==> config.mk <==
export PLATFORM = sky130hd
export DESIGN_NAME = bus_arbiter_flat
export DESIGN_NICKNAME = d
export VERILOG_FILES = /design/src/rtl/bus_arbiter_if.sv /design/src/rtl/bus_arbiter.sv /design/src/flat_wrapper.sv
export SDC_FILE = /design/constraint.sdc
export NUM_CORES = 1
export LEC_CHECK = 0
export BUFFER_PORTS_ARGS = -buffer_cell sky130_fd_sc_hd__buf_2
export CORE_AREA = 2 2 39 41
export CTS_CLUSTER_SIZE = 25
export DETAILED_ROUTE_END_ITERATION = 6
export DIE_AREA = 0 0 41 43
export GPL_TIMING_DRIVEN = 0
export PLACE_DENSITY_LB_ADDON = 0.05
export SYNTH_ARGS = -nofsm -noshare
export SYNTH_HDL_FRONTEND = slang
export SYNTH_SLANG_ARGS = --single-unit
export TNS_END_PERCENT = 50
==> constraint.sdc <==
create_clock -name clk -period 2.8 [get_ports clk]
set_input_delay 0.42 -clock clk [delete_from_list [all_inputs] [get_ports clk]]
set_output_delay 0.42 -clock clk [all_outputs]
set_load 0.01 [all_outputs]
==> src/rtl/bus_arbiter_if.sv <==
//------------------------------------------------------------------------------
// Module   : bus_arbiter_if
// Brief    : RQ/GRANT handshake bundle between the cores and one bus arbiter.
//            Arb_Error is present only when ARB_TIMEOUT_EN is defined.
// Revision : 1.0 - initial release
//------------------------------------------------------------------------------
`default_nettype none

interface bus_arbiter_if #(
  parameter int N_MASTERS = 4,
  parameter int ID_W      = 2
);
  logic [N_MASTERS-1:0] Bus_RQ;
  logic                 Bus_Mem_Ready;
  logic [N_MASTERS-1:0] Bus_GRANT;
  logic                 Bus_Busy;
  logic [ID_W-1:0]      Grant_Owner;
`ifdef ARB_TIMEOUT_EN
  logic                 Arb_Error;
`endif

  // Arbiter side (responder end of the handshake)
  modport slave (
    input  Bus_RQ,
    input  Bus_Mem_Ready,
    output Bus_GRANT,
    output Bus_Busy,
`ifdef ARB_TIMEOUT_EN
    output Arb_Error,
`endif
    output Grant_Owner
  );

  modport master (
    output Bus_RQ,
    output Bus_Mem_Ready,
    input  Bus_GRANT,
    input  Bus_Busy,
`ifdef ARB_TIMEOUT_EN
    input  Arb_Error,
`endif
    input  Grant_Owner
  );
endinterface

`default_nettype wire

==> src/rtl/bus_arbiter.sv <==
//------------------------------------------------------------------------------
// Module   : bus_arbiter
// Brief    : Round-robin arbiter for one shared memory bus; waits for memory
//            Ready to drop before re-granting. Optional ARB_TIMEOUT_EN macro
//            adds a grant-length watchdog and the sticky Arb_Error flag.
// Revision : 1.0 - initial release
//------------------------------------------------------------------------------
`default_nettype none

module bus_arbiter #(
  parameter int N_MASTERS      = 4,
  parameter int ID_W           = 2,
  parameter int TIMEOUT_CYCLES = 255
) (
  input  wire logic        clk,
  input  wire logic        reset,
  bus_arbiter_if.slave     bus
);

  localparam logic [1:0] S_IDLE    = 2'd0;
  localparam logic [1:0] S_GRANTED = 2'd1;
  localparam logic [1:0] S_RELEASE = 2'd2;

  if ((ID_W != $clog2(N_MASTERS)) || (TIMEOUT_CYCLES < 1)) begin : g_paramCheck
    $error("bus_arbiter: inconsistent ID_W / N_MASTERS or TIMEOUT_CYCLES < 1");
  end

  logic [1:0]           r_state;
  logic [1:0]           w_nextState;
  logic [N_MASTERS-1:0] r_grant;
  logic [N_MASTERS-1:0] w_grantNext;
  logic [ID_W-1:0]      r_owner;
  logic [ID_W-1:0]      w_ownerNext;
  logic [ID_W-1:0]      r_rrPtr;
  logic [ID_W-1:0]      w_rrPtrNext;
  logic                 r_busy;
  logic [ID_W-1:0]      w_cand;
  logic [ID_W-1:0]      w_sel;
  logic                 w_selValid;
  logic                 w_ownerReq;
  logic                 w_timeout;

  assign w_ownerReq = bus.Bus_RQ[r_owner];

  // First requester searching upward from the slot after the last owner
  always_comb begin
    w_cand     = '0;
    w_sel      = '0;
    w_selValid = 1'b0;
    for (int k = 1; k <= N_MASTERS; k++) begin
      w_cand = ID_W'((int'(r_rrPtr) + k) % N_MASTERS);
      if (!w_selValid && bus.Bus_RQ[w_cand]) begin
        w_selValid = 1'b1;
        w_sel      = w_cand;
      end
    end
  end

`ifdef ARB_TIMEOUT_EN
  localparam int C_CNT_W = $clog2(TIMEOUT_CYCLES + 1);

  logic [C_CNT_W-1:0] r_count;
  logic               r_error;

  // The compare sees the count before this edge's increment
  assign w_timeout = (r_count == C_CNT_W'(TIMEOUT_CYCLES - 1));

  always_ff @(posedge clk) begin
    if (reset) begin
      r_count <= '0;
      r_error <= 1'b0;
    end else begin
      if (r_state == S_GRANTED) r_count <= r_count + 1'b1;
      else                      r_count <= '0;
      if ((r_state == S_GRANTED) && w_ownerReq && w_timeout) r_error <= 1'b1;
    end
  end

  assign bus.Arb_Error = r_error;
`else
  assign w_timeout = 1'b0;
`endif

  always_ff @(posedge clk) begin
    if (reset) begin
      r_state <= S_IDLE;
      r_grant <= '0;
      r_owner <= '0;
      r_rrPtr <= ID_W'(N_MASTERS - 1);
      r_busy  <= 1'b0;
    end else begin
      r_state <= w_nextState;
      r_grant <= w_grantNext;
      r_owner <= w_ownerNext;
      r_rrPtr <= w_rrPtrNext;
      r_busy  <= (w_nextState != S_IDLE);
    end
  end

  always_comb begin
    w_nextState = r_state;
    case (r_state)
      S_IDLE:    if (w_selValid)                w_nextState = S_GRANTED;
      S_GRANTED: if (!w_ownerReq || w_timeout)  w_nextState = S_RELEASE;
      S_RELEASE: if (!bus.Bus_Mem_Ready)        w_nextState = S_IDLE;
      default:                                  w_nextState = S_IDLE;
    endcase
  end

  always_comb begin
    w_grantNext = r_grant;
    w_ownerNext = r_owner;
    w_rrPtrNext = r_rrPtr;
    case (r_state)
      S_IDLE: begin
        if (w_selValid) begin
          w_grantNext        = '0;
          w_grantNext[w_sel] = 1'b1;
          w_ownerNext        = w_sel;
          w_rrPtrNext        = w_sel;
        end
      end
      S_GRANTED: begin
        if (w_nextState == S_RELEASE) w_grantNext = '0;
      end
      default: w_grantNext = '0;
    endcase
  end

  assign bus.Bus_GRANT   = r_grant;
  assign bus.Bus_Busy    = r_busy;
  assign bus.Grant_Owner = r_owner;

  a_grantOneHot: assert property (@(posedge clk) disable iff (reset) $onehot0(r_grant));

endmodule

`default_nettype wire

==> src/flat_wrapper.sv <==
// flat-port wrapper written by rule: the top's interface ports become plain ports
module bus_arbiter_flat 
#(
  parameter int N_MASTERS      = 4,
  parameter int ID_W           = 2,
  parameter int TIMEOUT_CYCLES = 255
)
  (clk, reset, bus_Bus_RQ, bus_Bus_Mem_Ready, bus_Bus_GRANT, bus_Bus_Busy, bus_Grant_Owner);
  bus_arbiter_if #(.N_MASTERS(N_MASTERS), .ID_W(ID_W)) bus_i ();
  input  wire logic clk;
  input  wire logic reset;
  input wire logic [$bits(bus_i.Bus_RQ)-1:0] bus_Bus_RQ;
  input wire logic [$bits(bus_i.Bus_Mem_Ready)-1:0] bus_Bus_Mem_Ready;
  output wire logic [$bits(bus_i.Bus_GRANT)-1:0] bus_Bus_GRANT;
  output wire logic [$bits(bus_i.Bus_Busy)-1:0] bus_Bus_Busy;
  output wire logic [$bits(bus_i.Grant_Owner)-1:0] bus_Grant_Owner;
  assign bus_i.Bus_RQ = bus_Bus_RQ;
  assign bus_i.Bus_Mem_Ready = bus_Bus_Mem_Ready;
  assign bus_Bus_GRANT = bus_i.Bus_GRANT;
  assign bus_Bus_Busy = bus_i.Bus_Busy;
  assign bus_Grant_Owner = bus_i.Grant_Owner;
  bus_arbiter #(.N_MASTERS(N_MASTERS), .ID_W(ID_W), .TIMEOUT_CYCLES(TIMEOUT_CYCLES)) u_core (.clk(clk), .reset(reset), .bus(bus_i));
endmodule
==> results.cfg, run 1 <==
[clocking]
clock_latency_ns = 0.27
cts.sinks = 11
clock_path_buffers = 2
cts_tree = built
cts-root-buf = clkbuf_4
htreeDepth = 1
cts_setup_buffers = 0
cts_buffers = 3
hold_buffers = 0
cts_resized = 0
path_clk_slew_ns = 0.08

[worst_setup_path]
arrival_ns = 1.96
cp_num_buf_inv = 0
critPathMaxStageDelay_ns = 0.44
crit_family = compound AO/OA/AOI/OAI gates
cp-end-kind = flop
worst-path-max-fanout = 6
cp_data_required_time_ns = 3.00
crit_type = flop to flop
crit_chain = mux2i_1 -> o22ai_1 -> a2111oi_2 -> or3b_1 -> a21oi_1
cp-start-kind = flop
cp_slowest_cell = dfxtp_1

[sta]
slew_violations = 0
period_needed_ns = 1.77
finalSetupViolCount = 0
relSlewSlack_pct = 58.2
worst_slew_pin_slew_ns = 0.623
hold_viol_final = 0
finalSetupTns_ns = 0
fmaxAchievable_mhz = 566
fin_skew_ns = 0.00700
period_share_pct = 63.1
grt_setup_unrepaired = no

[global_routing]
grt_pass1_vias = 491
overflow = 0
grt_pass1_wl_um = 2120
grt_use_total_pct = 18.3
grt_antenna_before_repair = 0
grt_max_degree = 11

[route]
vias_per_cell = 5.23
ant_nets = 0
wl_per_cell_um = 12.6
wirelength_um = 1240
vias = 513
drcViolationCount = 0
drt_iter0_drc = 8
drt-pass1-iter-count = 2

[floorplan]
die_w_um = 41
io_pins = 14
core_area_mm2 = 0.00138
die_y_um = 43
die_area_mm2 = 0.00176
initial_utilization_pct = 39.2
rows = 14

[logic_synthesis]
synth.area.top_cells = dfxtp_1 (41%), a21oi_1 (6.5%), nand2_1 (5.5%)
ys_seq_area_share_pct = 40.6
synth_top_flop_cell = dfxtp_1
synth_top_area_share_pct = 40.6
ys_types = 29
yosysWarnings = 0
ys_ff_latch = 11
netlist_area_um2 = 542
synth-async-reset-ratio_pct = 0
synth_top_area_cell = dfxtp_1
synth_edf_count = 0
synth_fp_nets = 72
synth_area_per_cell_um2 = 8.33
synth_cells = 65

[power_and_ir_drop]
p_int_uw = 281
p_leak_uw = 0.000273
total_power_uw = 421
switching_share_pct = 33.3
power_density_mw_per_mm2 = 645
p_switching_uw = 140
clock_power_share_pct = 26.6
ir_worst_vdd_v = 0.000225
p_seq_share_pct = 47.8
combinationalPowerShare_pct = 25.6

[status]
status = completed

[min_path]
min-delay-path-class = primary input to flop

[layout]
utilization_pct = 47.2
syn2layout_area_growth_pct = 20.6
nets = 90
fillers = 145
final_area_um2 = 653
stdcell_count = 98
antenna_cells = 0
drive_gt1_share_pct = 25.6

[placement]
numPlacedInstances = 94
placed_area_um2 = 627
place_congestion = 0.726
io_buffers = 13
dp_hpwl_um = 877

[run]
maxCapViolCount = 0
worst paths after layout:
path	slack (ns)	depth (start not counted)	endpoint	start
max	1.03	5	u_core.bus.Bus_GRANT[0]	u_core.r_rrPtr[1]
min	0.35	2	u_core.r_state[0]	reset
max reg2reg	1.03	5	u_core.bus.Bus_GRANT[0]	u_core.r_rrPtr[1]
min reg2reg	0.45	2	u_core.bus.Bus_GRANT[0]	u_core.bus.Bus_GRANT[0]
power groups by stage:
stage	clock (µW)	sequential, µW	combinational, µW
after CTS	119	201	108
after global routing	123	208	123
after detailed placement	0	205	108
final	112	201	108
after floorplan	0	207	69.1
after global placement	0	204	108
placed cells by master (no fill, tap or decap), types with 2 or more instances in the layout:
cell,count
clkbuf_4,3
a211oi_1,2
dfxtp_1,11
o21ai_0,5
mux2i_1,2
buf_2,13
inv_1,2
nand2_1,8
clkbuf_1,2
nor2_1,7
a21oi_1,7
final cells by class:
type | count | area (µm²) | area share, %
Timing Repair Buffer | 13 | 65.1 | 9.96
Buffer | 1 | 3.75 | 0.575
Clock buffer | 4 | 26.3 | 4.02
Inverter | 3 | 11.3 | 1.72
Tap cell | 16 | 20.0 | 3.07
Multi-Input combinational cell | 50 | 307 | 46.9
Sequential cell | 11 | 220 | 33.7
cells in the mapped netlist, drive strengths merged (2+ instances only):
library cell	number
o21ai	5
mux2i	2
nand2	8
a2111oi	2
dfxtp	11
inv	3
nor2	7
a21oi	7
a211oi	2
through the flow:
step           worst slack, ns  hold slack, ns
4_1_cts                   1.03           0.340
3_3_place_gp             0.955           0.439
5_1_grt                  0.907           0.341
2_1_floorplan             1.19           0.476
3_5_place_dp             0.930           0.446
6_report                  1.03           0.348
per-layer routing:
metal / up-vias / global-route usage, % / share of wire, %
met2: 6 / 25.6 / 47
met1: 227 / 24.6 / 50
li1: 278 / - / -
met3: 2 / 3.14 / 2.5
met5: - / 0 / 0
met4: 0 / 12.0 / 0.81
registers in the layout, indices dropped and copies added, names as in the netlist:
name,cells
u_core.bus.Bus_GRANT,4
u_core.r_state,2
u_core.bus.Grant_Owner,2
u_core.r_rrPtr,2
u_core.bus.Bus_Busy,1
cells by family (layout without fill, tap and decap cells):
group	count (synthesis)	count (layout)	share of synthesized area (%)
DFF	11	11	40.6
muxes	2	2	3.70
AOI/OAI and AO/OA	23	23	28.6
and+or+nand+nor	25	25	24.3
buffers and inverters	4	21	2.77
Power figures use the tool's default switching activity.
==> run 2, diff against run 1 <==
Settings changed: ABC_AREA set to 1, CORE_AREA 2 2 39 41 to 2 2 40 49, DIE_AREA 0 0 41 43 to 0 0 42 51.
Clock period 2.8 ns to 1.85 ns, I/O delays scaled along.
==> run 2 against run 1 <==
Compared with the run above:
- die area is 21% higher
- power increased to 4.0 times the previous value
- combinational power grew to 10 times the previous value
- final area increased by 39%
- critical path type unchanged
- register-to-register slack got worse by 0.78 ns
==> results.cfg, run 2 <==
[sta]
relSlewSlack_pct = 66.6
fmaxAchievable_mhz = 625
period_needed_ns = 1.60
fin_skew_ns = 0.00888
slew_violations = 0
finalSetupTns_ns = 0
hold_viol_final = 0
period_share_pct = 86.5
worst_slew_pin_slew_ns = 0.499
finalSetupViolCount = 0
grt_setup_unrepaired = no

[route]
drcViolationCount = 0
drt_iter0_drc = 2
wl_per_cell_um = 9.96
ant_nets = 0
drt-pass1-iter-count = 4
vias_per_cell = 4.76
vias = 766
wirelength_um = 1600

[global_routing]
grt_antenna_before_repair = 0
grt_max_degree = 11
grt_use_total_pct = 17.5
grt_pass1_vias = 722
overflow = 0
grt_pass1_wl_um = 2860

[worst_setup_path]
cpMostUsedCell = nand2_2
crit_type = flop to flop
worst-path-max-fanout = 7
crit_start = u_core.r_rrPtr[1]
reg2reg_to = u_core.bus.Bus_GRANT[3]
crit_family = simple AND/OR/NAND/NOR gates
critPathMaxStageDelay_ns = 0.47
cp_slowest_cell = dfxtp_1
crit_chain = inv_2 -> nand2_2 -> nand2_2 -> nand2_2 -> nand2_2 -> nor2_2 -> nand2_1 -> nand3_1 -> nand2_2 -> nor2_4 -> nand2_1 -> a21oi_2
ff2ff_path_depth = 12
regToRegSetupSlack_ns = 0.25
cp-start-kind = flop
cp-end-kind = flop
worst_r2r_startpoint = u_core.r_rrPtr[1]
arrival_ns = 1.80
cp_num_buf_inv = 1
cp_data_required_time_ns = 2.05

[logic_synthesis]
ys_ff_latch = 11
synth_edf_count = 0
synth.area.top_cells = dfxtp_1 (28%), nand2_1 (21%), nand2_2 (9.4%)
synth_fp_nets = 132
synth_cells = 125
synth_common_cells = nand2_1 (44), nand2_2 (12), dfxtp_1 (11)
synth_area_per_cell_um2 = 6.36
ys_seq_area_share_pct = 27.7
synth_most_common_cell = nand2_1
synth_top_area_share_pct = 27.7
synth_top_flop_cell = dfxtp_1
synth-async-reset-ratio_pct = 0
ys_types = 22
netlist_area_um2 = 795
yosysWarnings = 0
synth_top_area_cell = dfxtp_1

[clocking]
cts.sinks = 11
cts_tree = built
cts-root-buf = clkbuf_4
htreeDepth = 1
hold_buffers = 0
clock_path_buffers = 2
cts_setup_buffers = 0
cts_buffers = 3
path_clk_slew_ns = 0.08
clock_latency_ns = 0.27
cts_resized = 0

[floorplan]
initial_utilization_pct = 46.1
io_pins = 14
die_area_mm2 = 0.00214
die_y_um = 51
rows = 17
die_w_um = 42
core_area_mm2 = 0.00172

[layout]
final_common_cell = nand2_1
syn2layout_area_growth_pct = 14.6
final_cell_mix = nand2_1 (44), buf_2 (13), nand2_2 (12)
antenna_cells = 0
utilization_pct = 52.9
largest_reg_flops = 4
fillers = 194
nets = 150
drive_gt1_share_pct = 34.5

[power_and_ir_drop]
ir_worst_vdd_v = 0.000874
p_leak_uw = 0.000467
power_density_mw_per_mm2 = 1850

[placement]
dp_hpwl_um = 1280
place_congestion = 0.830
io_buffers = 13

[min_path]
hold_end = u_core.bus.Bus_GRANT[0]
worstHoldStart = reset
hold_depth = 4
min-delay-path-class = primary input to flop

[status]
status = completed

[run]
maxCapViolCount = 0
[run 2: cell types whose count changed after synthesis, sizes merged, moves of 2 or more]
cell / change
nor2: +5
o21ai: -3
buf: +2
nand3: +9
inv: +12
nand2: +50
a21oi: +2
mux2i: -2
a2111oi: -2
a211oi: -2
[run 2: routing by layer]
layer	global-route usage [%]	vias up	share of wire [%]
li1	-	420	-
met1	20.0	334	44
met2	30.7	8	52
met3	1.06	4	1.9
met4	12.4	0	1.9
met5	0	-	0
[run 2: worst register-to-register path: cells and delay by family (launching register included)]
family / cells / cell delay (ns)
simple gates: 10 / 0.82
compound gates: 1 / 0.11
flops: 1 / 0.47
buf+inv: 1 / 0.11
[run 2: power breakdown]
group          switching [µW]  internal, µW
Clock                    83.8          80.0
Sequential               66.8           330
Combinational             727           399
[run 2: logic make-up (layout without fill, tap and decap cells)]
family / after synthesis / after routing / share of synthesized area (%)
flip-flops: 11 / 11 / 27.7
AND/OR/NAND/NOR: 82 / 82 / 51.5
buffers and inverters: 18 / 35 / 9.92
AO/OA/AOI/OAI: 14 / 14 / 10.9
[run 2: metrics by stage]
stage / hold slack, ns / instance area, µm² / total power, µW / cells / setup WS [ns]
2_1_floorplan: 0.421 / 795 / 1310 / 125 / 0.463
3_3_place_gp: 0.451 / 883 / 1510 / 157 / 0.303
3_5_place_dp: 0.456 / 883 / 1530 / 157 / 0.286
4_1_cts: 0.236 / 911 / 1700 / 161 / 0.260
5_1_grt: 0.240 / 911 / 1860 / 161 / 0.0421
6_report: 0.245 / 911 / 1690 / 161 / 0.249
[run 2: cell type report]
type | count | area [µm²] | share of cell area (%)
Buffer | 3 | 22.5 | 2.47
Clock inverter | 1 | 5.00 | 0.549
Timing Repair Buffer | 13 | 65.1 | 7.14
Tap cell | 19 | 23.8 | 2.61
Inverter | 15 | 56.3 | 6.18
Clock buffer | 3 | 22.5 | 2.47
Sequential cell | 11 | 220 | 24.2
Multi-Input combinational cell | 96 | 495 | 54.4
[run 2: worst max-delay path by stage]
stage                                         end  cells past startpoint
final                     u_core.bus.Bus_GRANT[3]                     12
after global routing      u_core.bus.Bus_GRANT[1]                     12
after CTS                 u_core.bus.Bus_GRANT[3]                     12
after detailed placement  u_core.bus.Bus_GRANT[1]                     13
after global placement    u_core.bus.Bus_GRANT[1]                     13
after floorplan           u_core.bus.Bus_GRANT[1]                     14
==> run 3, diff against run 2 <==
Settings changed: ABC_AREA 1 to unset, CORE_AREA 2 2 40 49 to 2 2 39 41, DIE_AREA 0 0 42 51 to 0 0 41 43.
==> run 3 against run 2 <==
Compared with the run above:
- combinational power decreased by 86%
- clock skew decreased by 0.0019 ns
- global-route usage increased by 0.78 points
==> results.cfg, run 3 (synthesized netlist as in run 1, its figures left out) <==
[sta]
slew_violations = 0
hold_viol_final = 0
setup_slack_ns = 0.158
finalSetupTns_ns = 0
fin_skew_ns = 0.00700
period_share_pct = 91.4
fmaxAchievable_mhz = 591
worst_slew_pin_slew_ns = 0.623
grt_setup_unrepaired = no
finalSetupViolCount = 0
relSlewSlack_pct = 58.2
period_needed_ns = 1.69

[placement]
dp_hpwl_um = 877
preCtsSetupSlack_ns = 0.101
place_congestion = 0.726
numPlacedInstances = 94
io_buffers = 13
placed_area_um2 = 627

[clocking]
cts_buffers = 3
cts.sinks = 11
clock_latency_ns = 0.27
cts-root-buf = clkbuf_4
path_clk_slew_ns = 0.08
htreeDepth = 1
cts_tree = built
clock_path_buffers = 2

[route]
top_layer_used = met4
vias_per_cell = 5.23
ant_nets = 0
wl_per_cell_um = 12.6
wl_met3_um = 31
drcViolationCount = 0
route.met2.wl_um = 576
wirelength_um = 1240
wl_met1_um = 619
drt_iter0_drc = 8
drt-pass1-iter-count = 2
vias = 513

[worst_setup_path]
arrival_ns = 1.89
crit_type = flop to flop
crit_start = u_core.r_rrPtr[1]
cp_slowest_cell = dfxtp_2
crit_chain = mux2i_1 -> o22ai_1 -> a2111oi_2 -> or3b_1 -> a21oi_1
regToRegSetupSlack_ns = 0.16
critPathMaxStageDelay_ns = 0.39
cp-start-kind = flop
cp_num_buf_inv = 0
crit_family = compound AO/OA/AOI/OAI gates
cp-end-kind = flop
worst_r2r_startpoint = u_core.r_rrPtr[1]
cp_data_required_time_ns = 2.05
worst-path-max-fanout = 6

[layout]
stdcell_count = 98
largest_reg_flops = 4
final_common_cell = buf_2
nets = 90
antenna_cells = 0
multi_input_area_um2 = 307
final_area_um2 = 654
final_cell_mix = buf_2 (13), dfxtp_1 (10), nand2_1 (8)
fillers = 144
regArea_um2 = 221
syn2layout_area_growth_pct = 20.8
drive_gt1_share_pct = 26.8

[floorplan]
die_area_mm2 = 0.00176
rows = 14
die_y_um = 43
io_pins = 14
initial_utilization_pct = 39.2
core_area_mm2 = 0.00138
die_w_um = 41

[power_and_ir_drop]
total_power_uw = 638
ir_worst_vdd_v = 0.000341
p_leak_uw = 0.000273
power_density_mw_per_mm2 = 975

[status]
status = completed

[global_routing]
grt_use_total_pct = 18.3
grt_pass1_wl_um = 2120
grt_antenna_before_repair = 0
overflow = 0
grt_max_degree = 11
grt_pass1_vias = 491

[min_path]
min-delay-path-class = primary input to flop
worstHoldStart = reset

[run]
maxCapViolCount = 0
run 3: cell types whose count changed in the layout (fill, tap and decap cells not counted), moves of 2 or more:
cell,delta
inv_1,-6
nand2_4,-2
mux2i_1,+2
inv_2,-6
nand2_1,-36
nor2_4,-2
a211oi_1,+2
nand3_1,-7
a21oi_2,-3
nor2_2,-2
nand2_2,-12
o21ai_0,+3
run 3: power breakdown:
group | total, µW | switching [µW] | internal [µW] | leakage [µW]
logic | 163 | 91.1 | 72.1 | 0.000167
clock network | 170 | 86.1 | 83.4 | 0.0000150
registers | 306 | 35.3 | 270 | 0.0000906
run 3: through the flow:
stage | hold slack (ns) | utilization [%]
2_1_floorplan | 0.369 | -
3_3_place_gp | 0.439 | 45.3
3_5_place_dp | 0.446 | 45.3
4_1_cts | 0.198 | 47.2
5_1_grt | 0.199 | 47.3
6_report | 0.205 | 47.3
run 3: routing by layer:
metal / vias up / GRT usage [%]
li1: 278 / -
met1: 227 / 24.6
met2: 6 / 25.6
met3: 2 / 3.14
met4: 0 / 12.0
met5: - / 0
run 3: final timing paths:
| check | depth (start not counted) | to |
|---|---|---|
| worst min-delay path | 2 | u_core.r_state[0] |
| worst max-delay path | 5 | u_core.bus.Bus_GRANT[0] |
| worst max register to register | 5 | u_core.bus.Bus_GRANT[0] |
| worst min register to register | 2 | u_core.bus.Bus_GRANT[0] |
run 3: repair_timing:
action,CTS,global route
endpoints found under the setup margin,0,1
resized for setup,0,1
buffers inserted,0,0
hold buffers,0,0
run 3: layout make-up:
type | instances | share of cell area, %
timing repair buffer | 13 | 9.94
buffer | 1 | 0.574
inverter | 3 | 1.72
sequential | 11 | 33.8
tap | 16 | 3.06
clock buffer | 4 | 4.02
multi-input combinational | 50 | 46.8
